`src/rtl/victim_cache_ctrl.sv`:
```
// rtl/victim_cache_ctrl.sv - sequencing controller for a 4-entry fully associative victim cache
//
// Handles one L1 miss at a time:
//   probe victim cache -> (miss) read line from memory -> return line to L1
//   -> insert the L1-evicted line -> write back any line the insert ejected.
// Also keeps saturating hit/miss statistics counters.
//
// Ports:
//   CLK, RST_N                    clock, asynchronous active-low reset
//   miss_valid/miss_ready         L1 miss handshake, miss_addr is a byte address
//   evict_valid/addr/data         line evicted by L1, sampled together with the miss
//   vc_lookup/vc_addr             victim probe strobe and line address
//   vc_hit/vc_data                probe result, one cycle after vc_lookup
//   vc_insert/vc_wdata            insert strobe and data (vc_addr holds the line address)
//   vc_eject_valid/addr/data      line displaced by the insert
//   mem_req/we/addr/wdata         memory request, held until mem_ack
//   mem_ack/mem_rdata             memory completion and read data
//   resp_valid/data/from_victim   one-cycle line return to L1
//   hit_count/miss_count          saturating statistics
module victim_cache_ctrl #(
  parameter int ADDR_W = 32,
  parameter int LINE_W = 256,
  parameter int CNT_W  = 16
) (
  input  logic              CLK,
  input  logic              RST_N,
  input  logic              miss_valid,
  input  logic [ADDR_W-1:0] miss_addr,
  input  logic              evict_valid,
  input  logic [ADDR_W-1:0] evict_addr,
  input  logic [LINE_W-1:0] evict_data,
  output logic              miss_ready,
  output logic              vc_lookup,
  output logic [ADDR_W-1:0] vc_addr,
  input  logic              vc_hit,
  input  logic [LINE_W-1:0] vc_data,
  output logic              vc_insert,
  output logic [LINE_W-1:0] vc_wdata,
  input  logic              vc_eject_valid,
  input  logic [ADDR_W-1:0] vc_eject_addr,
  input  logic [LINE_W-1:0] vc_eject_data,
  output logic              mem_req,
  output logic              mem_we,
  output logic [ADDR_W-1:0] mem_addr,
  output logic [LINE_W-1:0] mem_wdata,
  input  logic              mem_ack,
  input  logic [LINE_W-1:0] mem_rdata,
  output logic              resp_valid,
  output logic [LINE_W-1:0] resp_data,
  output logic              resp_from_victim,
  output logic [CNT_W-1:0]  hit_count,
  output logic [CNT_W-1:0]  miss_count
);

  typedef enum logic [2:0] {
    IDLE, PROBE, WAIT_HIT, MEM_RD, RESP, INSERT, WB
  } state_t;

  // Clears the 5 byte-offset bits of a 32-byte line.
  localparam logic [ADDR_W-1:0] LINE_MASK = ~ADDR_W'(31);
  localparam logic [CNT_W-1:0]  CNT_MAX   = {CNT_W{1'b1}};

  state_t              state;
  logic [ADDR_W-1:0]   miss_line;
  logic                ev_valid;
  logic [ADDR_W-1:0]   ev_line;
  logic [LINE_W-1:0]   ev_data;

  // All outputs are registered; each transition sets the outputs of the
  // state being entered, so strobes line up exactly with their state.
  always_ff @(posedge CLK or negedge RST_N) begin
    if (!RST_N) begin
      state            <= IDLE;
      miss_line        <= '0;
      ev_valid         <= 1'b0;
      ev_line          <= '0;
      ev_data          <= '0;
      miss_ready       <= 1'b1;
      vc_lookup        <= 1'b0;
      vc_addr          <= '0;
      vc_insert        <= 1'b0;
      vc_wdata         <= '0;
      mem_req          <= 1'b0;
      mem_we           <= 1'b0;
      mem_addr         <= '0;
      mem_wdata        <= '0;
      resp_valid       <= 1'b0;
      resp_data        <= '0;
      resp_from_victim <= 1'b0;
      hit_count        <= '0;
      miss_count       <= '0;
    end else begin
      vc_lookup  <= 1'b0;
      vc_insert  <= 1'b0;
      resp_valid <= 1'b0;
      unique case (state)
        IDLE: begin
          if (miss_valid) begin
            miss_line  <= miss_addr & LINE_MASK;
            ev_valid   <= evict_valid;
            ev_line    <= evict_addr & LINE_MASK;
            ev_data    <= evict_data;
            miss_ready <= 1'b0;
            vc_lookup  <= 1'b1;
            vc_addr    <= miss_addr & LINE_MASK;
            state      <= PROBE;
          end
        end
        PROBE: state <= WAIT_HIT;
        WAIT_HIT: begin
          if (vc_hit) begin
            resp_valid       <= 1'b1;
            resp_data        <= vc_data;
            resp_from_victim <= 1'b1;
            if (hit_count != CNT_MAX) hit_count <= hit_count + CNT_W'(1);
            state            <= RESP;
          end else begin
            resp_from_victim <= 1'b0;
            if (miss_count != CNT_MAX) miss_count <= miss_count + CNT_W'(1);
            mem_req          <= 1'b1;
            mem_we           <= 1'b0;
            mem_addr         <= miss_line;
            state            <= MEM_RD;
          end
        end
        MEM_RD: begin
          if (mem_ack) begin
            mem_req    <= 1'b0;
            resp_valid <= 1'b1;
            resp_data  <= mem_rdata;
            state      <= RESP;
          end
        end
        RESP: begin
          if (ev_valid) begin
            vc_insert <= 1'b1;
            vc_addr   <= ev_line;
            vc_wdata  <= ev_data;
            state     <= INSERT;
          end else begin
            miss_ready <= 1'b1;
            state      <= IDLE;
          end
        end
        INSERT: begin
          if (vc_eject_valid) begin
            mem_req   <= 1'b1;
            mem_we    <= 1'b1;
            mem_addr  <= vc_eject_addr & LINE_MASK;
            mem_wdata <= vc_eject_data;
            state     <= WB;
          end else begin
            miss_ready <= 1'b1;
            state      <= IDLE;
          end
        end
        WB: begin
          if (mem_ack) begin
            mem_req    <= 1'b0;
            mem_we     <= 1'b0;
            miss_ready <= 1'b1;
            state      <= IDLE;
          end
        end
        default: begin
          miss_ready <= 1'b1;
          state      <= IDLE;
        end
      endcase
    end
  end

endmodule

```
`config.mk`:
```
export PLATFORM = sky130hd
export DESIGN_NAME = victim_cache_ctrl
export DESIGN_NICKNAME = d
export VERILOG_FILES = /design/src/rtl/victim_cache_ctrl.sv
export SDC_FILE = /design/constraint.sdc
export NUM_CORES = 2
export LEC_CHECK = 0
export CAP_MARGIN = 20
export CORE_AREA = 2 2 786 788
export DETAILED_ROUTE_END_ITERATION = 10
export DIE_AREA = 0 0 788 790
export SLEW_MARGIN = 0
export SYNTH_ARGS = -nofsm -noshare
export SYNTH_HDL_FRONTEND = slang
export SYNTH_SLANG_ARGS = --single-unit
```
`constraint.sdc`:
```
create_clock -name CLK -period 2.4 [get_ports CLK]
set_input_delay 0.36 -clock CLK [delete_from_list [all_inputs] [get_ports CLK]]
set_output_delay 0.36 -clock CLK [all_outputs]
set_load 0.01 [all_outputs]
```
==> results.md <==
* Final Max Slew Viols at 0
* Drc violations at 0
* Number of standard cells in the final layout excluding fillers at 14658
* CP cell instances: clkdlybuf4s50_1
* Power Dens Cells at 1267 nW/um2
* Final worst-path cycle share at 97.73%
* Post-layout total power at 112.8 mW
* Total number of clock tree sinks at 1175
* Share of synthesized flip-flops with an asynchronous set or reset at 100.0%
* Die outline area at 622500 um2
* Slowest library cell on the worst path: sky130_fd_sc_hd__clkdlybuf4s50_1
* Largest clock skew in the final design at 0.08935 ns
* Global-route total usage across every layer at 14.03%
* Library cell with the largest summed area after synthesis: sky130_fd_sc_hd__dfrtp_1
* DIE HEIGHT at 790 um
* Post-DR vias/cell at 2.941
* Mapped Cells at 3581
* Via count of the first global-routing pass at 43223
* Number of endpoints with negative hold slack in the final report at 0
* Placeable core area at 613700 um2
* Dpl cell area at 77190 um2
* Die outline width at 788 um
* Antenna Nets Post-Route at 0
* Count of buffer and inverter cells on the critical path at 1
* Root buf cell: sky130_fd_sc_hd__clkbuf_16
* Post-route worst setup slack at 0.05453 ns
* Worst slew margin relative to its limit at 47.82%
* XOR/XNOR Fraction of Synth Area at 0.5302%
* Filler instances at 68725
* Largest driver fanout on the critical path at 2
* R2R Setup Slk at 0.17 ns
* Post-synthesis sequential area ratio at 63.58%
* Kind of start point of the critical path: register
* Max incr delay on CP at 0.61 ns
* Core utilization of the finished layout at 14.51%
* Fmax at 426.4 MHz
* Worst slack after detailed placement at -0.5400 ns
* Number of H-tree levels at 4
* Main combinational cell family by area after synthesis: multiplexers
* Detail-routed net length per standard cell at 31.08 um
* End of the worst register-to-register path: miss_count[11]
* Number of placed instances with taps included at 13646
* Count of unique library cells instantiated by Yosys at 48
* Transition time at the pin with the least slew margin at 0.7859 ns
* Worst slack on hold paths at 0.1023 ns
* Critical Path Sink Type: output port
* Yosys Warn Count at 0
* Count of pins on the block boundary at 1998
* Class of the tightest hold or removal check: in2async
* Final design instance area without fill at 89040 um2
* Total negative slack for setup checks at 0 ns
* Cells taking the most area after synthesis: sky130_fd_sc_hd__dfrtp_1 (64%), sky130_fd_sc_hd__mux2_2 (20%), sky130_fd_sc_hd__nand2_1 (4.5%), sky130_fd_sc_hd__a31oi_1 (3.5%), sky130_fd_sc_hd__nor2_1 (2.4%)
* Antenna violations before repair at 358
* Clock tree from TritonCTS: done
* Maximum number of pins on one net before global-route repair at 88
* Ratio of cells with drive above 1 in the final layout at 23.24%
* Adder and majority cell fraction of the synthesized area at 0.05411%
* Timing startpoint of the critical path: vc_wdata[107]
* Number of I/O port buffers at 1972
* Maximum vdd drop at 790.4 uV
* Bufs on Longest Clock Path at 4
* Critical path depth in cells at 1
* Time the worst path needs with I/O delays and setup at 2.345 ns
* Routed via count at 43109
* Initial cell density of the core at 7.537%
* Fraction of the mapped netlist area in compound gates at 4.261%
* Number of buffers created by CTS at 159
* Average cell area after synthesis at 12.92 um2
* Number of storage elements in the synthesis netlist at 1175
* Post-detail-place hpwl at 398200 um
* Setup repair after global routing missed its margin: false
* Layout Nets at 7460
* CP endpoint: vc_wdata[107]
* Post-Synth Simple-Gate Area at 8.002%
* Initial detailed-routing violation count at 3280
* Routability congestion estimate from global placement at 0.9641
* Setup Crit Path Kind: reg2out
* Leading register cell type out of synthesis: sky130_fd_sc_hd__dfrtp_1
* Worst R2R Start: state[2]
* Detailed-routing iteration count for the pre-antenna-repair pass at 5
* Area delta synth->final at 92.51%
* Post-synthesis instance area at 46250 um2
* Run status: complete, no violations
* Arrival time reported for the critical path endpoint at 1.99 ns
* First-pass GRT wire length at 551500 um
* Clock network latency to the later pin of the worst-skew pair at 0.93 ns
* # rows at 288
* Clock transition at the registers of the reported paths at 0.06 ns
* Mux share of post-synthesis cell area at 21.35%
* Share of Yosys cell area claimed by the top area cell type at 63.52%
* Final number of setup-violating endpoints at 0
* WP data required at 2.04 ns
* EDFF count, synth at 0
* Final global-route overflow total at 0
* Number of cells on the worst reg-to-reg path at 5
* Final WL at 455600 um
* CP top delay family: buffers and inverters
* Cell leakage power at 35.31 nW
* Total of max-cap violations at 0
==> how the worst min path moves through the flow <==
stage                     slack, ns   startpoint  cells after the start       endpoint
after floorplan                0.06        RST_N                      0     ev_data[0]
after global placement         0.37        RST_N                      1    ev_data[13]
after detailed placement       0.36        RST_N                      1    ev_data[13]
after CTS                    0.0003  vc_data[74]                      3  resp_data[74]
after global routing           0.05  vc_data[30]                      3  resp_data[30]
final                          0.10        RST_N                      2  vc_wdata[153]
==> placed cells by master (no fill, tap or decap), drive strengths merged, types with 4 or more instances in the layout <==
cell type,synthesis,final
clkdlybuf4s50,0,1594
dfrtp,1174,1174
mux2,827,827
dlygate4sd3,0,642
nand2,557,557
buf,82,376
nor2,296,296
a31oi,258,258
clkbuf,158,218
dlygate4sd2,0,191
diode,0,87
mux2i,56,56
a21oi,31,31
o21ai,31,31
clkinv,0,31
xor2,24,24
inv,3,15
bufinv,0,13
clkdlybuf4s15,0,11
nor3,10,10
conb,1,10
clkinvlp,0,9
nand3,8,8
nor4,8,8
nand4,7,7
nand3b,5,5
and3,5,5
xnor2,4,4
dlymetal6s2s,0,4
nor3b,4,4
nor4b,4,4
==> registers in the layout (all words and copies together) (netlist names), 3 cells and up <==
| name | flops |
|---|---|
| vc_wdata | 256 |
| ev_data | 256 |
| miss_line | 27 |
| state | 3 |
| ev_line | 27 |
| resp_data | 256 |
| vc_addr | 27 |
| mem_addr | 27 |
| mem_wdata | 256 |
| miss_count | 16 |
| hit_count | 16 |
==> Yosys cell counts (2+ instances only) <==
master,instances
sky130_fd_sc_hd__nor4_2,3
sky130_fd_sc_hd__nor4_1,5
sky130_fd_sc_hd__nor4b_1,3
sky130_fd_sc_hd__nor3_1,10
sky130_fd_sc_hd__mux2i_1,56
sky130_fd_sc_hd__buf_1,15
sky130_fd_sc_hd__o21ai_0,30
sky130_fd_sc_hd__nand2_1,557
sky130_fd_sc_hd__nand4b_1,3
sky130_fd_sc_hd__a31oi_1,258
sky130_fd_sc_hd__nor3b_1,4
sky130_fd_sc_hd__dfrtp_1,1174
sky130_fd_sc_hd__or3_1,3
sky130_fd_sc_hd__nor2_1,296
sky130_fd_sc_hd__nor4bb_1,3
sky130_fd_sc_hd__a21oi_1,31
sky130_fd_sc_hd__clkbuf_1,158
sky130_fd_sc_hd__mux2_2,827
sky130_fd_sc_hd__nor2b_1,2
sky130_fd_sc_hd__nand3_1,8
sky130_fd_sc_hd__ha_1,2
sky130_fd_sc_hd__and3_1,5
sky130_fd_sc_hd__buf_4,10
sky130_fd_sc_hd__xor2_1,24
sky130_fd_sc_hd__inv_1,3
sky130_fd_sc_hd__buf_2,56
sky130_fd_sc_hd__nand4_1,7
sky130_fd_sc_hd__nand3b_1,5
sky130_fd_sc_hd__xnor2_1,4
==> routing by layer <==
metal | GRT usage [%] | part of all wire (%)
met2 | 22.65 | 45
met3 | 7.665 | 13
met4 | 5.591 | 5.1
met1 | 15.31 | 37
met5 | 0.3738 | 0.31
==> where the power goes <==
group | switching (mW) | total [mW] | leakage [nW] | internal, mW
registers | 7.04 | 36.6 | 14.0 | 29.5
clock network | 10.8 | 25.4 | 2.62 | 14.6
logic | 29.1 | 50.8 | 18.6 | 21.7
==> logic make-up (layout without fill, tap and decap cells) <==
kind of cell,Yosys count,in the layout
flip-flops,1175,1175
AND/OR/NAND/NOR,923,923
multiplexers,883,883
AO/OA/AOI/OAI,326,326
buffers and inverters,243,3104
XOR/XNOR,28,28
adder cells (fa/ha/maj),2,2
other,1,97
==> area by class of cell <==
type | count | area [um2] | share of cell area (%)
clock buffers | 216 | 4473 | 5.024
repair buffers | 2820 | 27940 | 31.37
diodes | 87 | 217.7 | 0.2445
clock inverters | 65 | 902.1 | 1.013
multi-input cells | 2172 | 15900 | 17.86
flip-flops and latches | 1175 | 29440 | 33.06
inverters | 3 | 11.26 | 0.01265
well taps | 8120 | 10160 | 11.41
==> repair_timing <==
item,CTS,global route
pin swaps,1,0
buffers inserted,0,1
hold buffers,643,0
resized for setup,240,9
setup endpoints to repair,233,22
endpoints found under the hold margin,1346,0
(Power assumes the default switching activity.)
